File: config.mk
export PLATFORM = sky130hd
export DESIGN_NAME = c_reduce_bits_stream
export DESIGN_NICKNAME = d
export VERILOG_FILES = /design/src/rtl/c_reduce_bits_stream.sv
export SDC_FILE = /design/constraint.sdc
export NUM_CORES = 1
export LEC_CHECK = 0
export CORE_ASPECT_RATIO = 0.9
export CORE_UTILIZATION = 35
export CTS_CLUSTER_DIAMETER = 100
export CTS_CLUSTER_SIZE = 25
export DETAILED_ROUTE_END_ITERATION = 10
export GPL_TIMING_DRIVEN = 0
export PLACE_DENSITY = 0.86
export SYNTH_ARGS = -nofsm -noshare
export SYNTH_HDL_FRONTEND = slang
export SYNTH_SLANG_ARGS = --single-unit
File: constraint.sdc
create_clock -name clk -period 1.9 [get_ports clk]
set_input_delay 0.19 -clock clk [delete_from_list [all_inputs] [get_ports clk]]
set_output_delay 0.19 -clock clk [all_outputs]
set_load 0.03 [all_outputs]
File: src/rtl/c_reduce_bits_stream.sv
// Purpose: fold every bit of every beat of a multi-beat message into one result bit per port.
// Latency: result and out_valid are registered; they appear the cycle after the terminating beat.
// Backpressure: in_ready=1 while collecting; while a result is held, in_ready follows out_ready.
//
// Op encoding: 0=AND 1=NAND 2=OR 3=NOR 4=XOR 5=XNOR.
// The inverting ops fold with their base op and invert once, when the result is captured.
module c_reduce_bits_stream #(
    parameter int num_ports = 1,
    parameter int width     = 32,
    parameter int op        = 0,
    parameter int max_beats = 16,
    localparam int cnt_width = $clog2(max_beats + 1)
) (
    input  logic                         clk,
    input  logic                         reset,
    input  logic                         in_valid,
    input  logic                         in_last,
    output logic                         in_ready,
    input  logic [num_ports*width-1:0]   data_in,
    output logic                         out_valid,
    input  logic                         out_ready,
    output logic [num_ports-1:0]         data_out,
    output logic [cnt_width-1:0]         beat_count,
    output logic                         overflow
);

    localparam int OP_AND  = 0;
    localparam int OP_NAND = 1;
    localparam int OP_OR   = 2;
    localparam int OP_NOR  = 3;
    localparam int OP_XOR  = 4;
    localparam int OP_XNOR = 5;

    localparam int BASE_AND = 0;
    localparam int BASE_OR  = 1;
    localparam int BASE_XOR = 2;

    // Base op used for folding; the inverting variants share the base op's accumulator.
    localparam int base_op = ((op == OP_AND) || (op == OP_NAND)) ? BASE_AND :
                             ((op == OP_OR)  || (op == OP_NOR))  ? BASE_OR  : BASE_XOR;
    localparam bit invert_result = (op == OP_NAND) || (op == OP_NOR) || (op == OP_XNOR);
    localparam bit identity_bit  = (base_op == BASE_AND);

    localparam logic [num_ports-1:0] acc_identity = {num_ports{identity_bit}};
    localparam logic [num_ports-1:0] out_invert   = {num_ports{invert_result}};
    localparam logic [cnt_width-1:0] max_cnt      = cnt_width'(max_beats);

    typedef enum logic {
        ACCUM = 1'b0,
        HOLD  = 1'b1
    } state_t;

    state_t                 state_q;
    state_t                 state_d;
    logic [num_ports-1:0]   acc_q;
    logic [num_ports-1:0]   acc_fold;
    logic [num_ports-1:0]   lane_red;
    logic [cnt_width-1:0]   cnt_q;
    logic [cnt_width-1:0]   cnt_inc;
    logic                   hit_max;
    logic                   beat_take;
    logic                   handoff;
    logic                   terminate;

    // Reduce each port's lane of the current beat to a single bit with the base op.
    always_comb begin
        lane_red = '0;
        for (int p = 0; p < num_ports; p++) begin
            case (base_op)
                BASE_AND: lane_red[p] = &data_in[p*width +: width];
                BASE_OR:  lane_red[p] = |data_in[p*width +: width];
                default:  lane_red[p] = ^data_in[p*width +: width];
            endcase
        end
    end

    // Combine the running accumulator with the reduced beat.
    always_comb begin
        acc_fold = acc_q;
        case (base_op)
            BASE_AND: acc_fold = acc_q & lane_red;
            BASE_OR:  acc_fold = acc_q | lane_red;
            default:  acc_fold = acc_q ^ lane_red;
        endcase
    end

    // Only combinational input-to-output path: out_ready lets a held result drain and refill in one cycle.
    assign in_ready  = (state_q == ACCUM) | out_ready;

    assign cnt_inc   = cnt_q + cnt_width'(1);
    assign hit_max   = (cnt_inc == max_cnt);
    assign beat_take = in_valid & in_ready;
    assign handoff   = out_valid & out_ready;
    assign terminate = beat_take & (in_last | hit_max);

    // State register.
    always_ff @(posedge clk) begin
        if (reset) begin
            state_q <= ACCUM;
        end else begin
            state_q <= state_d;
        end
    end

    // Next-state and output decode: a terminating beat always lands in HOLD; a bare handoff returns to ACCUM.
    always_comb begin
        state_d   = state_q;
        out_valid = 1'b0;
        case (state_q)
            ACCUM: begin
                if (terminate) begin
                    state_d = HOLD;
                end
            end
            HOLD: begin
                out_valid = 1'b1;
                if (handoff) begin
                    state_d = terminate ? HOLD : ACCUM;
                end
            end
            default: begin
                state_d = ACCUM;
            end
        endcase
    end

    // Accumulator, beat counter and captured result. The accumulator is back at identity whenever
    // a result is held, so a beat taken during a same-cycle refill folds from identity.
    always_ff @(posedge clk) begin
        if (reset) begin
            acc_q      <= acc_identity;
            cnt_q      <= '0;
            data_out   <= '0;
            beat_count <= '0;
            overflow   <= 1'b0;
        end else if (beat_take) begin
            if (terminate) begin
                acc_q      <= acc_identity;
                cnt_q      <= '0;
                data_out   <= acc_fold ^ out_invert;
                beat_count <= cnt_inc;
                overflow   <= hit_max & ~in_last;
            end else begin
                acc_q      <= acc_fold;
                cnt_q      <= cnt_inc;
            end
        end
    end

endmodule

After elaboration in Yosys (flattened, before gate mapping):

Index checks and enable logic that the tools add are counted.

* $add $sub $neg: 1
* multipliers: 0
* divide/modulo/power cells: 0
* magnitude comparators: 0
* eq/ne operators: 1
* shift operators: 0
* mux-type cells: 6
* bitwise gates (word level): 9
* reductions and logical operators: 2

Operator list (count)
* $reduce_and 32->1: 1
* $add 5x1->5 const B: 1
* $and 1x1->1: 5
* $eq 5x5->1 const B: 1
* $mux 5: 1
* $mux 1: 4
* $not 1->1: 2
* $or 1x1->1: 2
* $pmux 1 s2: 1
* $reduce_and 2->1: 1

* bits in registers: 14
* latch bits: 0
* RAM bits: 0
* ROM bits: 0
* memories kept: 0

Logic depth before layout (Yosys ltp):

* word-level depth: 7
* gate-level depth with buffers: 5

Worst setup path before layout:

OpenSTA, ideal clock, no wires.

* kind: reg-to-reg
* from: reg state_q
* to: reg beat_count[1]
* setup time: 0.128 ns
* data arrival time: 1.641 ns
* data required time: 1.772 ns
* path slack: 0.131 ns
* cell stages (with the launch flop): 6
* period minus slack after synthesis: 1.769 ns
* cells stage by stage: dfxtp_1 -> nand2b_1 -> nand2_4 -> o31ai_4 -> mux2i_1 -> nor2_1

* longest elaborated chain between the ends: 5

Ends and longest elaborated chain
* from (decl): line 53 `state_t state_q;`
* from (signal assigned): line 101 `state_q <= state_d;`
* $not 1->1 *
* $or 1x1->1 *: line 88 `assign in_ready = (state_q == ACCUM) | out_ready;`
* via in_ready: line 18 `output logic in_ready,`
* $and 1x1->1 *: line 92 `assign beat_take = in_valid & in_ready;`
* $and 1x1->1: line 94 `assign terminate = beat_take & (in_last | hit_max);`
* $reduce_and 2->1 (no line) *
* to (signal assigned): line 141 `beat_count <= cnt_inc;`
* to (decl): line 23 `output logic [cnt_width-1:0] beat_count,`

Mark *: on every way through the listed nets, which the timed path passes. The rest lies on a longest branch.
A chain may end at the register's enable or synchronous reset.

Worst setup path after layout:

* from: in out_ready
* to: out in_ready

* longest elaborated chain between the ends: 1

Ends and longest elaborated chain
* from (decl): line 21 `input logic out_ready,`
* $or 1x1->1: line 88
* to (decl): line 18

Every way passes these cells.

==> PnR_summary.wiki <==
{| class="wikitable"
! Metric !! Value
|-
| Actual slew at the worst max-slew pin || 0.454 ns
|-
| Class of the tightest hold or removal check || flip-flop to flip-flop
|-
| Compound-cell area share of the yosys netlist || 15.9%
|-
| Sequence of cells on the critical path || clkdlybuf4s50_1, nand2b_1, clkdlybuf4s50_1
|-
| Syn_nets || 113
|-
| Power per unit of standard cell area || 497 mW/mm²
|-
| Maximum fanout encountered on the critical timing path || 6
|-
| Count of port buffers added during placement || 45
|-
| Total power || 613 µW
|-
| Die Span X || 49.4 µm
|-
| Number of DRC markers in iteration 0 || 18
|-
| Via count of the first global-routing pass || 705
|-
| Number of buffer and inverter instances along the worst setup path || 2
|-
| Minimum setup slack after placement || -0.0354 ns
|-
| Status || finished, final reports clean
|-
| Final Skew || 0.00521 ns
|-
| TritonCTS clock tree || yes
|-
| Ports || 46
|-
| Post-synthesis xor/xnor area fraction || 3.71%
|-
| Clock sinks || 14
|-
| Number of resized instances in the post-cts repair step || 0
|-
| Clock latency of the later-clocked register in the worst-skew pair || 0.28 ns
|-
| Leftover overflow at the end of global routing || 0
|-
| Fin worst setup slack || 0.114 ns
|-
| Maximum buffer depth of the clock tree || 2
|-
| Multiplexer share of the synthesized area || 10.2%
|-
| Die Footprint || 0.00221 mm²
|-
| Synth Register Bits || 14
|-
| Mapped cell area || 708 µm²
|-
| Average size of a mapped cell || 9.44 µm²
|-
| Critical Path Start Type || primary input
|-
| Die outline height || 44.7 µm
|-
| Post-route DRC violation count || 0
|-
| Required time at the worst-slack endpoint || 1.71 ns
|-
| Synth Warn # || 0
|-
| Htree depth || 1
|-
| Via-to-Cell Ratio || 4.91
|-
| Crit path arrival time || 1.60 ns
|-
| Cell family contributing the most delay on the critical path || buffers and inverters
|-
| Synthesis-to-layout area growth || 74.0%
|-
| Largest net degree at the start of global routing || 11
|-
| Worst supply voltage drop on vdd || 0.438 mV
|-
| Last weighted congestion value of the routability-driven placer || 0.762
|-
| Cell type with the highest occurrence count on the critical path || sky130_fd_sc_hd__clkdlybuf4s50_1
|-
| Core region area || 0.00191 mm²
|-
| Initial cell density of the core || 37.0%
|-
| Post-layout nets || 164
|-
| Unique cell type count in the Yosys netlist || 27
|-
| Portion of the post-synthesis area used by sequential elements || 39.6%
|-
| P_leak || 0.000432 µW
|-
| Cell at the slowest stage of the critical path || sky130_fd_sc_hd__clkdlybuf4s50_1
|-
| Antenna diode count || 0
|-
| Post-Synthesis Cells || 75
|-
| Max-Cap Viols || 0
|-
| Clock buffer count from CTS || 3
|-
| Detailed placement HPWL || 1530 µm
|-
| Dominant combinational cell family by area after synthesis || simple AND/OR/NAND/NOR gates
|-
| RSZ-0062 raised after global routing || no
|-
| Min Tclk post-route || 1.79 ns
|-
| Post-Synth Adder-Cell Area || 1.77%
|-
| Post-CTS Hold Fix Bufs || 0
|-
| Number of hold violations in the final report || 0
|-
| Length of the first detailed-routing pass in iterations || 6
|-
| Total number of placement rows || 15
|-
| Fraction of layout cells with a size suffix above 1 || 8.87%
|-
| CTS clk-pin slew, worst paths || 0.08 ns
|-
| Max stage delay on crit path || 0.72 ns
|-
| Count of final max-slew check failures || 0
|-
| Clock root buffer || sky130_fd_sc_hd__clkbuf_4
|-
| Drt wl/cell || 12.8 µm
|-
| Setup violators final || 0
|-
| Relative slew slack || 69.7%
|-
| Wire length of the first global-routing pass || 3100 µm
|-
| Remaining antenna violation count || 0
|-
| Fraction of the mapped netlist area in simple logic gates || 28.3%
|-
| Detailed-route wire length || 1910 µm
|-
| Category of the critical setup timing path || primary input to primary output
|-
| Antenna violations before repair || 0
|-
| Final cycle utilization of the critical path || 94.0%
|-
| GRT Resource Usage Total || 18.9%
|-
| Via Count || 732
|-
| Achievable clock frequency || 560 MHz
|-
| Type of destination of the critical path || primary output
|}
metrics by stage:
stage | cells | setup TNS, ns | util (%) | instance area, µm² | hold WS (ns)
2_1_floorplan | 75 | 0 | - | 708 | 0.263
3_3_place_gp | 145 | -0.0803 | 62.2 | 1190 | 0.459
3_5_place_dp | 145 | -0.136 | 62.2 | 1190 | 0.473
4_1_cts | 148 | 0 | 63.3 | 1210 | 0.494
5_1_grt | 149 | 0 | 64.4 | 1230 | 0.522
6_report | 149 | 0 | 64.4 | 1230 | 0.491
placed cells by master (no fill, tap or decap), drive strengths merged, types with 2 or more instances in the layout:
cell           count
nor2              12
mux2i              6
and3               2
a211oi             3
nand2              4
and2               2
and2b              2
nor4               2
clkbuf             4
xnor2              3
clkdlybuf4s50     45
nand3              2
a21oi              3
dfxtp             14
nand4              7
a22oi              3
o21ai              2
logic make-up (layout without fill, tap and decap cells):
kind of cell	Yosys count	count (layout)
flip-flops	14	14
AND/OR/NAND/NOR	36	36
multiplexers	6	6
buffers and inverters	1	50
AO/OA/AOI/OAI	14	14
XOR/XNOR	3	3
adder cells (fa/ha/maj)	1	1
path summary, 6_finish.rpt:
check             from       endpoint  depth (start not counted)  slack, ns
max          out_ready       in_ready                          3       0.11
min              acc_q          acc_q                          1       0.49
max reg2reg   cnt_q[0]  beat_count[3]                          6       0.27
min reg2reg      acc_q          acc_q                          1       0.49
Yosys cell counts:
master	n	area (µm²)
sky130_fd_sc_hd__a2111o_1	1	11.3
sky130_fd_sc_hd__a211oi_1	3	22.5
sky130_fd_sc_hd__a21oi_1	3	15.0
sky130_fd_sc_hd__a22oi_1	3	22.5
sky130_fd_sc_hd__and2_1	1	6.26
sky130_fd_sc_hd__and2_4	1	8.76
sky130_fd_sc_hd__and2b_1	1	7.51
sky130_fd_sc_hd__and2b_2	1	8.76
sky130_fd_sc_hd__and3_1	2	12.5
sky130_fd_sc_hd__clkbuf_1	1	3.75
sky130_fd_sc_hd__dfxtp_1	14	280
sky130_fd_sc_hd__ha_1	1	12.5
sky130_fd_sc_hd__mux2i_1	5	50.1
sky130_fd_sc_hd__mux2i_4	1	22.5
sky130_fd_sc_hd__nand2_1	3	11.3
sky130_fd_sc_hd__nand2_4	1	11.3
sky130_fd_sc_hd__nand2b_1	1	6.26
sky130_fd_sc_hd__nand3_1	2	10.0
sky130_fd_sc_hd__nand3b_1	1	7.51
sky130_fd_sc_hd__nand4_1	7	43.8
sky130_fd_sc_hd__nor2_1	12	45.0
sky130_fd_sc_hd__nor4_1	2	12.5
sky130_fd_sc_hd__o21ai_0	2	10.0
sky130_fd_sc_hd__o21ba_2	1	10.0
sky130_fd_sc_hd__o31ai_4	1	21.3
sky130_fd_sc_hd__or3b_2	1	8.76
sky130_fd_sc_hd__xnor2_1	3	26.3
repair_timing:
action | in CTS | in global routing
hold endpoints to repair | 0 | 0
buffers inserted | 0 | 1
setup endpoints to repair | 0 | 5
power breakdown:
| part | switching (µW) | total, µW | internal [µW] |
|---|---|---|---|
| clock | 88.3 | 162 | 73.5 |
| combinational | 50.1 | 144 | 94.3 |
| sequential | 5.17 | 306 | 301 |
flip-flops by register name, summed over array words and instances (netlist names):
name,count
beat_count,5
cnt_q,5
acc_q,1
data_out,1
overflow,1
state_q,1
layout make-up:
cell class              count  area (µm²)
well taps                  25        31.3
multi-input cells          60         424
repair buffers             46         470
clock buffers               3        22.5
plain buffers               1        3.75
flip-flops and latches     14         280
fillers                   162         682
routing by layer:
| metal | GRT usage (%) | vias up | wire length (µm) |
|---|---|---|---|
| met3 | 8.25 | 0 | 91 |
| met2 | 32.1 | 18 | 996 |
| met4 | 5.14 | 0 | 0 |
| met1 | 21.9 | 336 | 820 |
| li1 | - | 378 | - |
| met5 | 0 | - | 0 |
(Power assumes the default switching activity.)
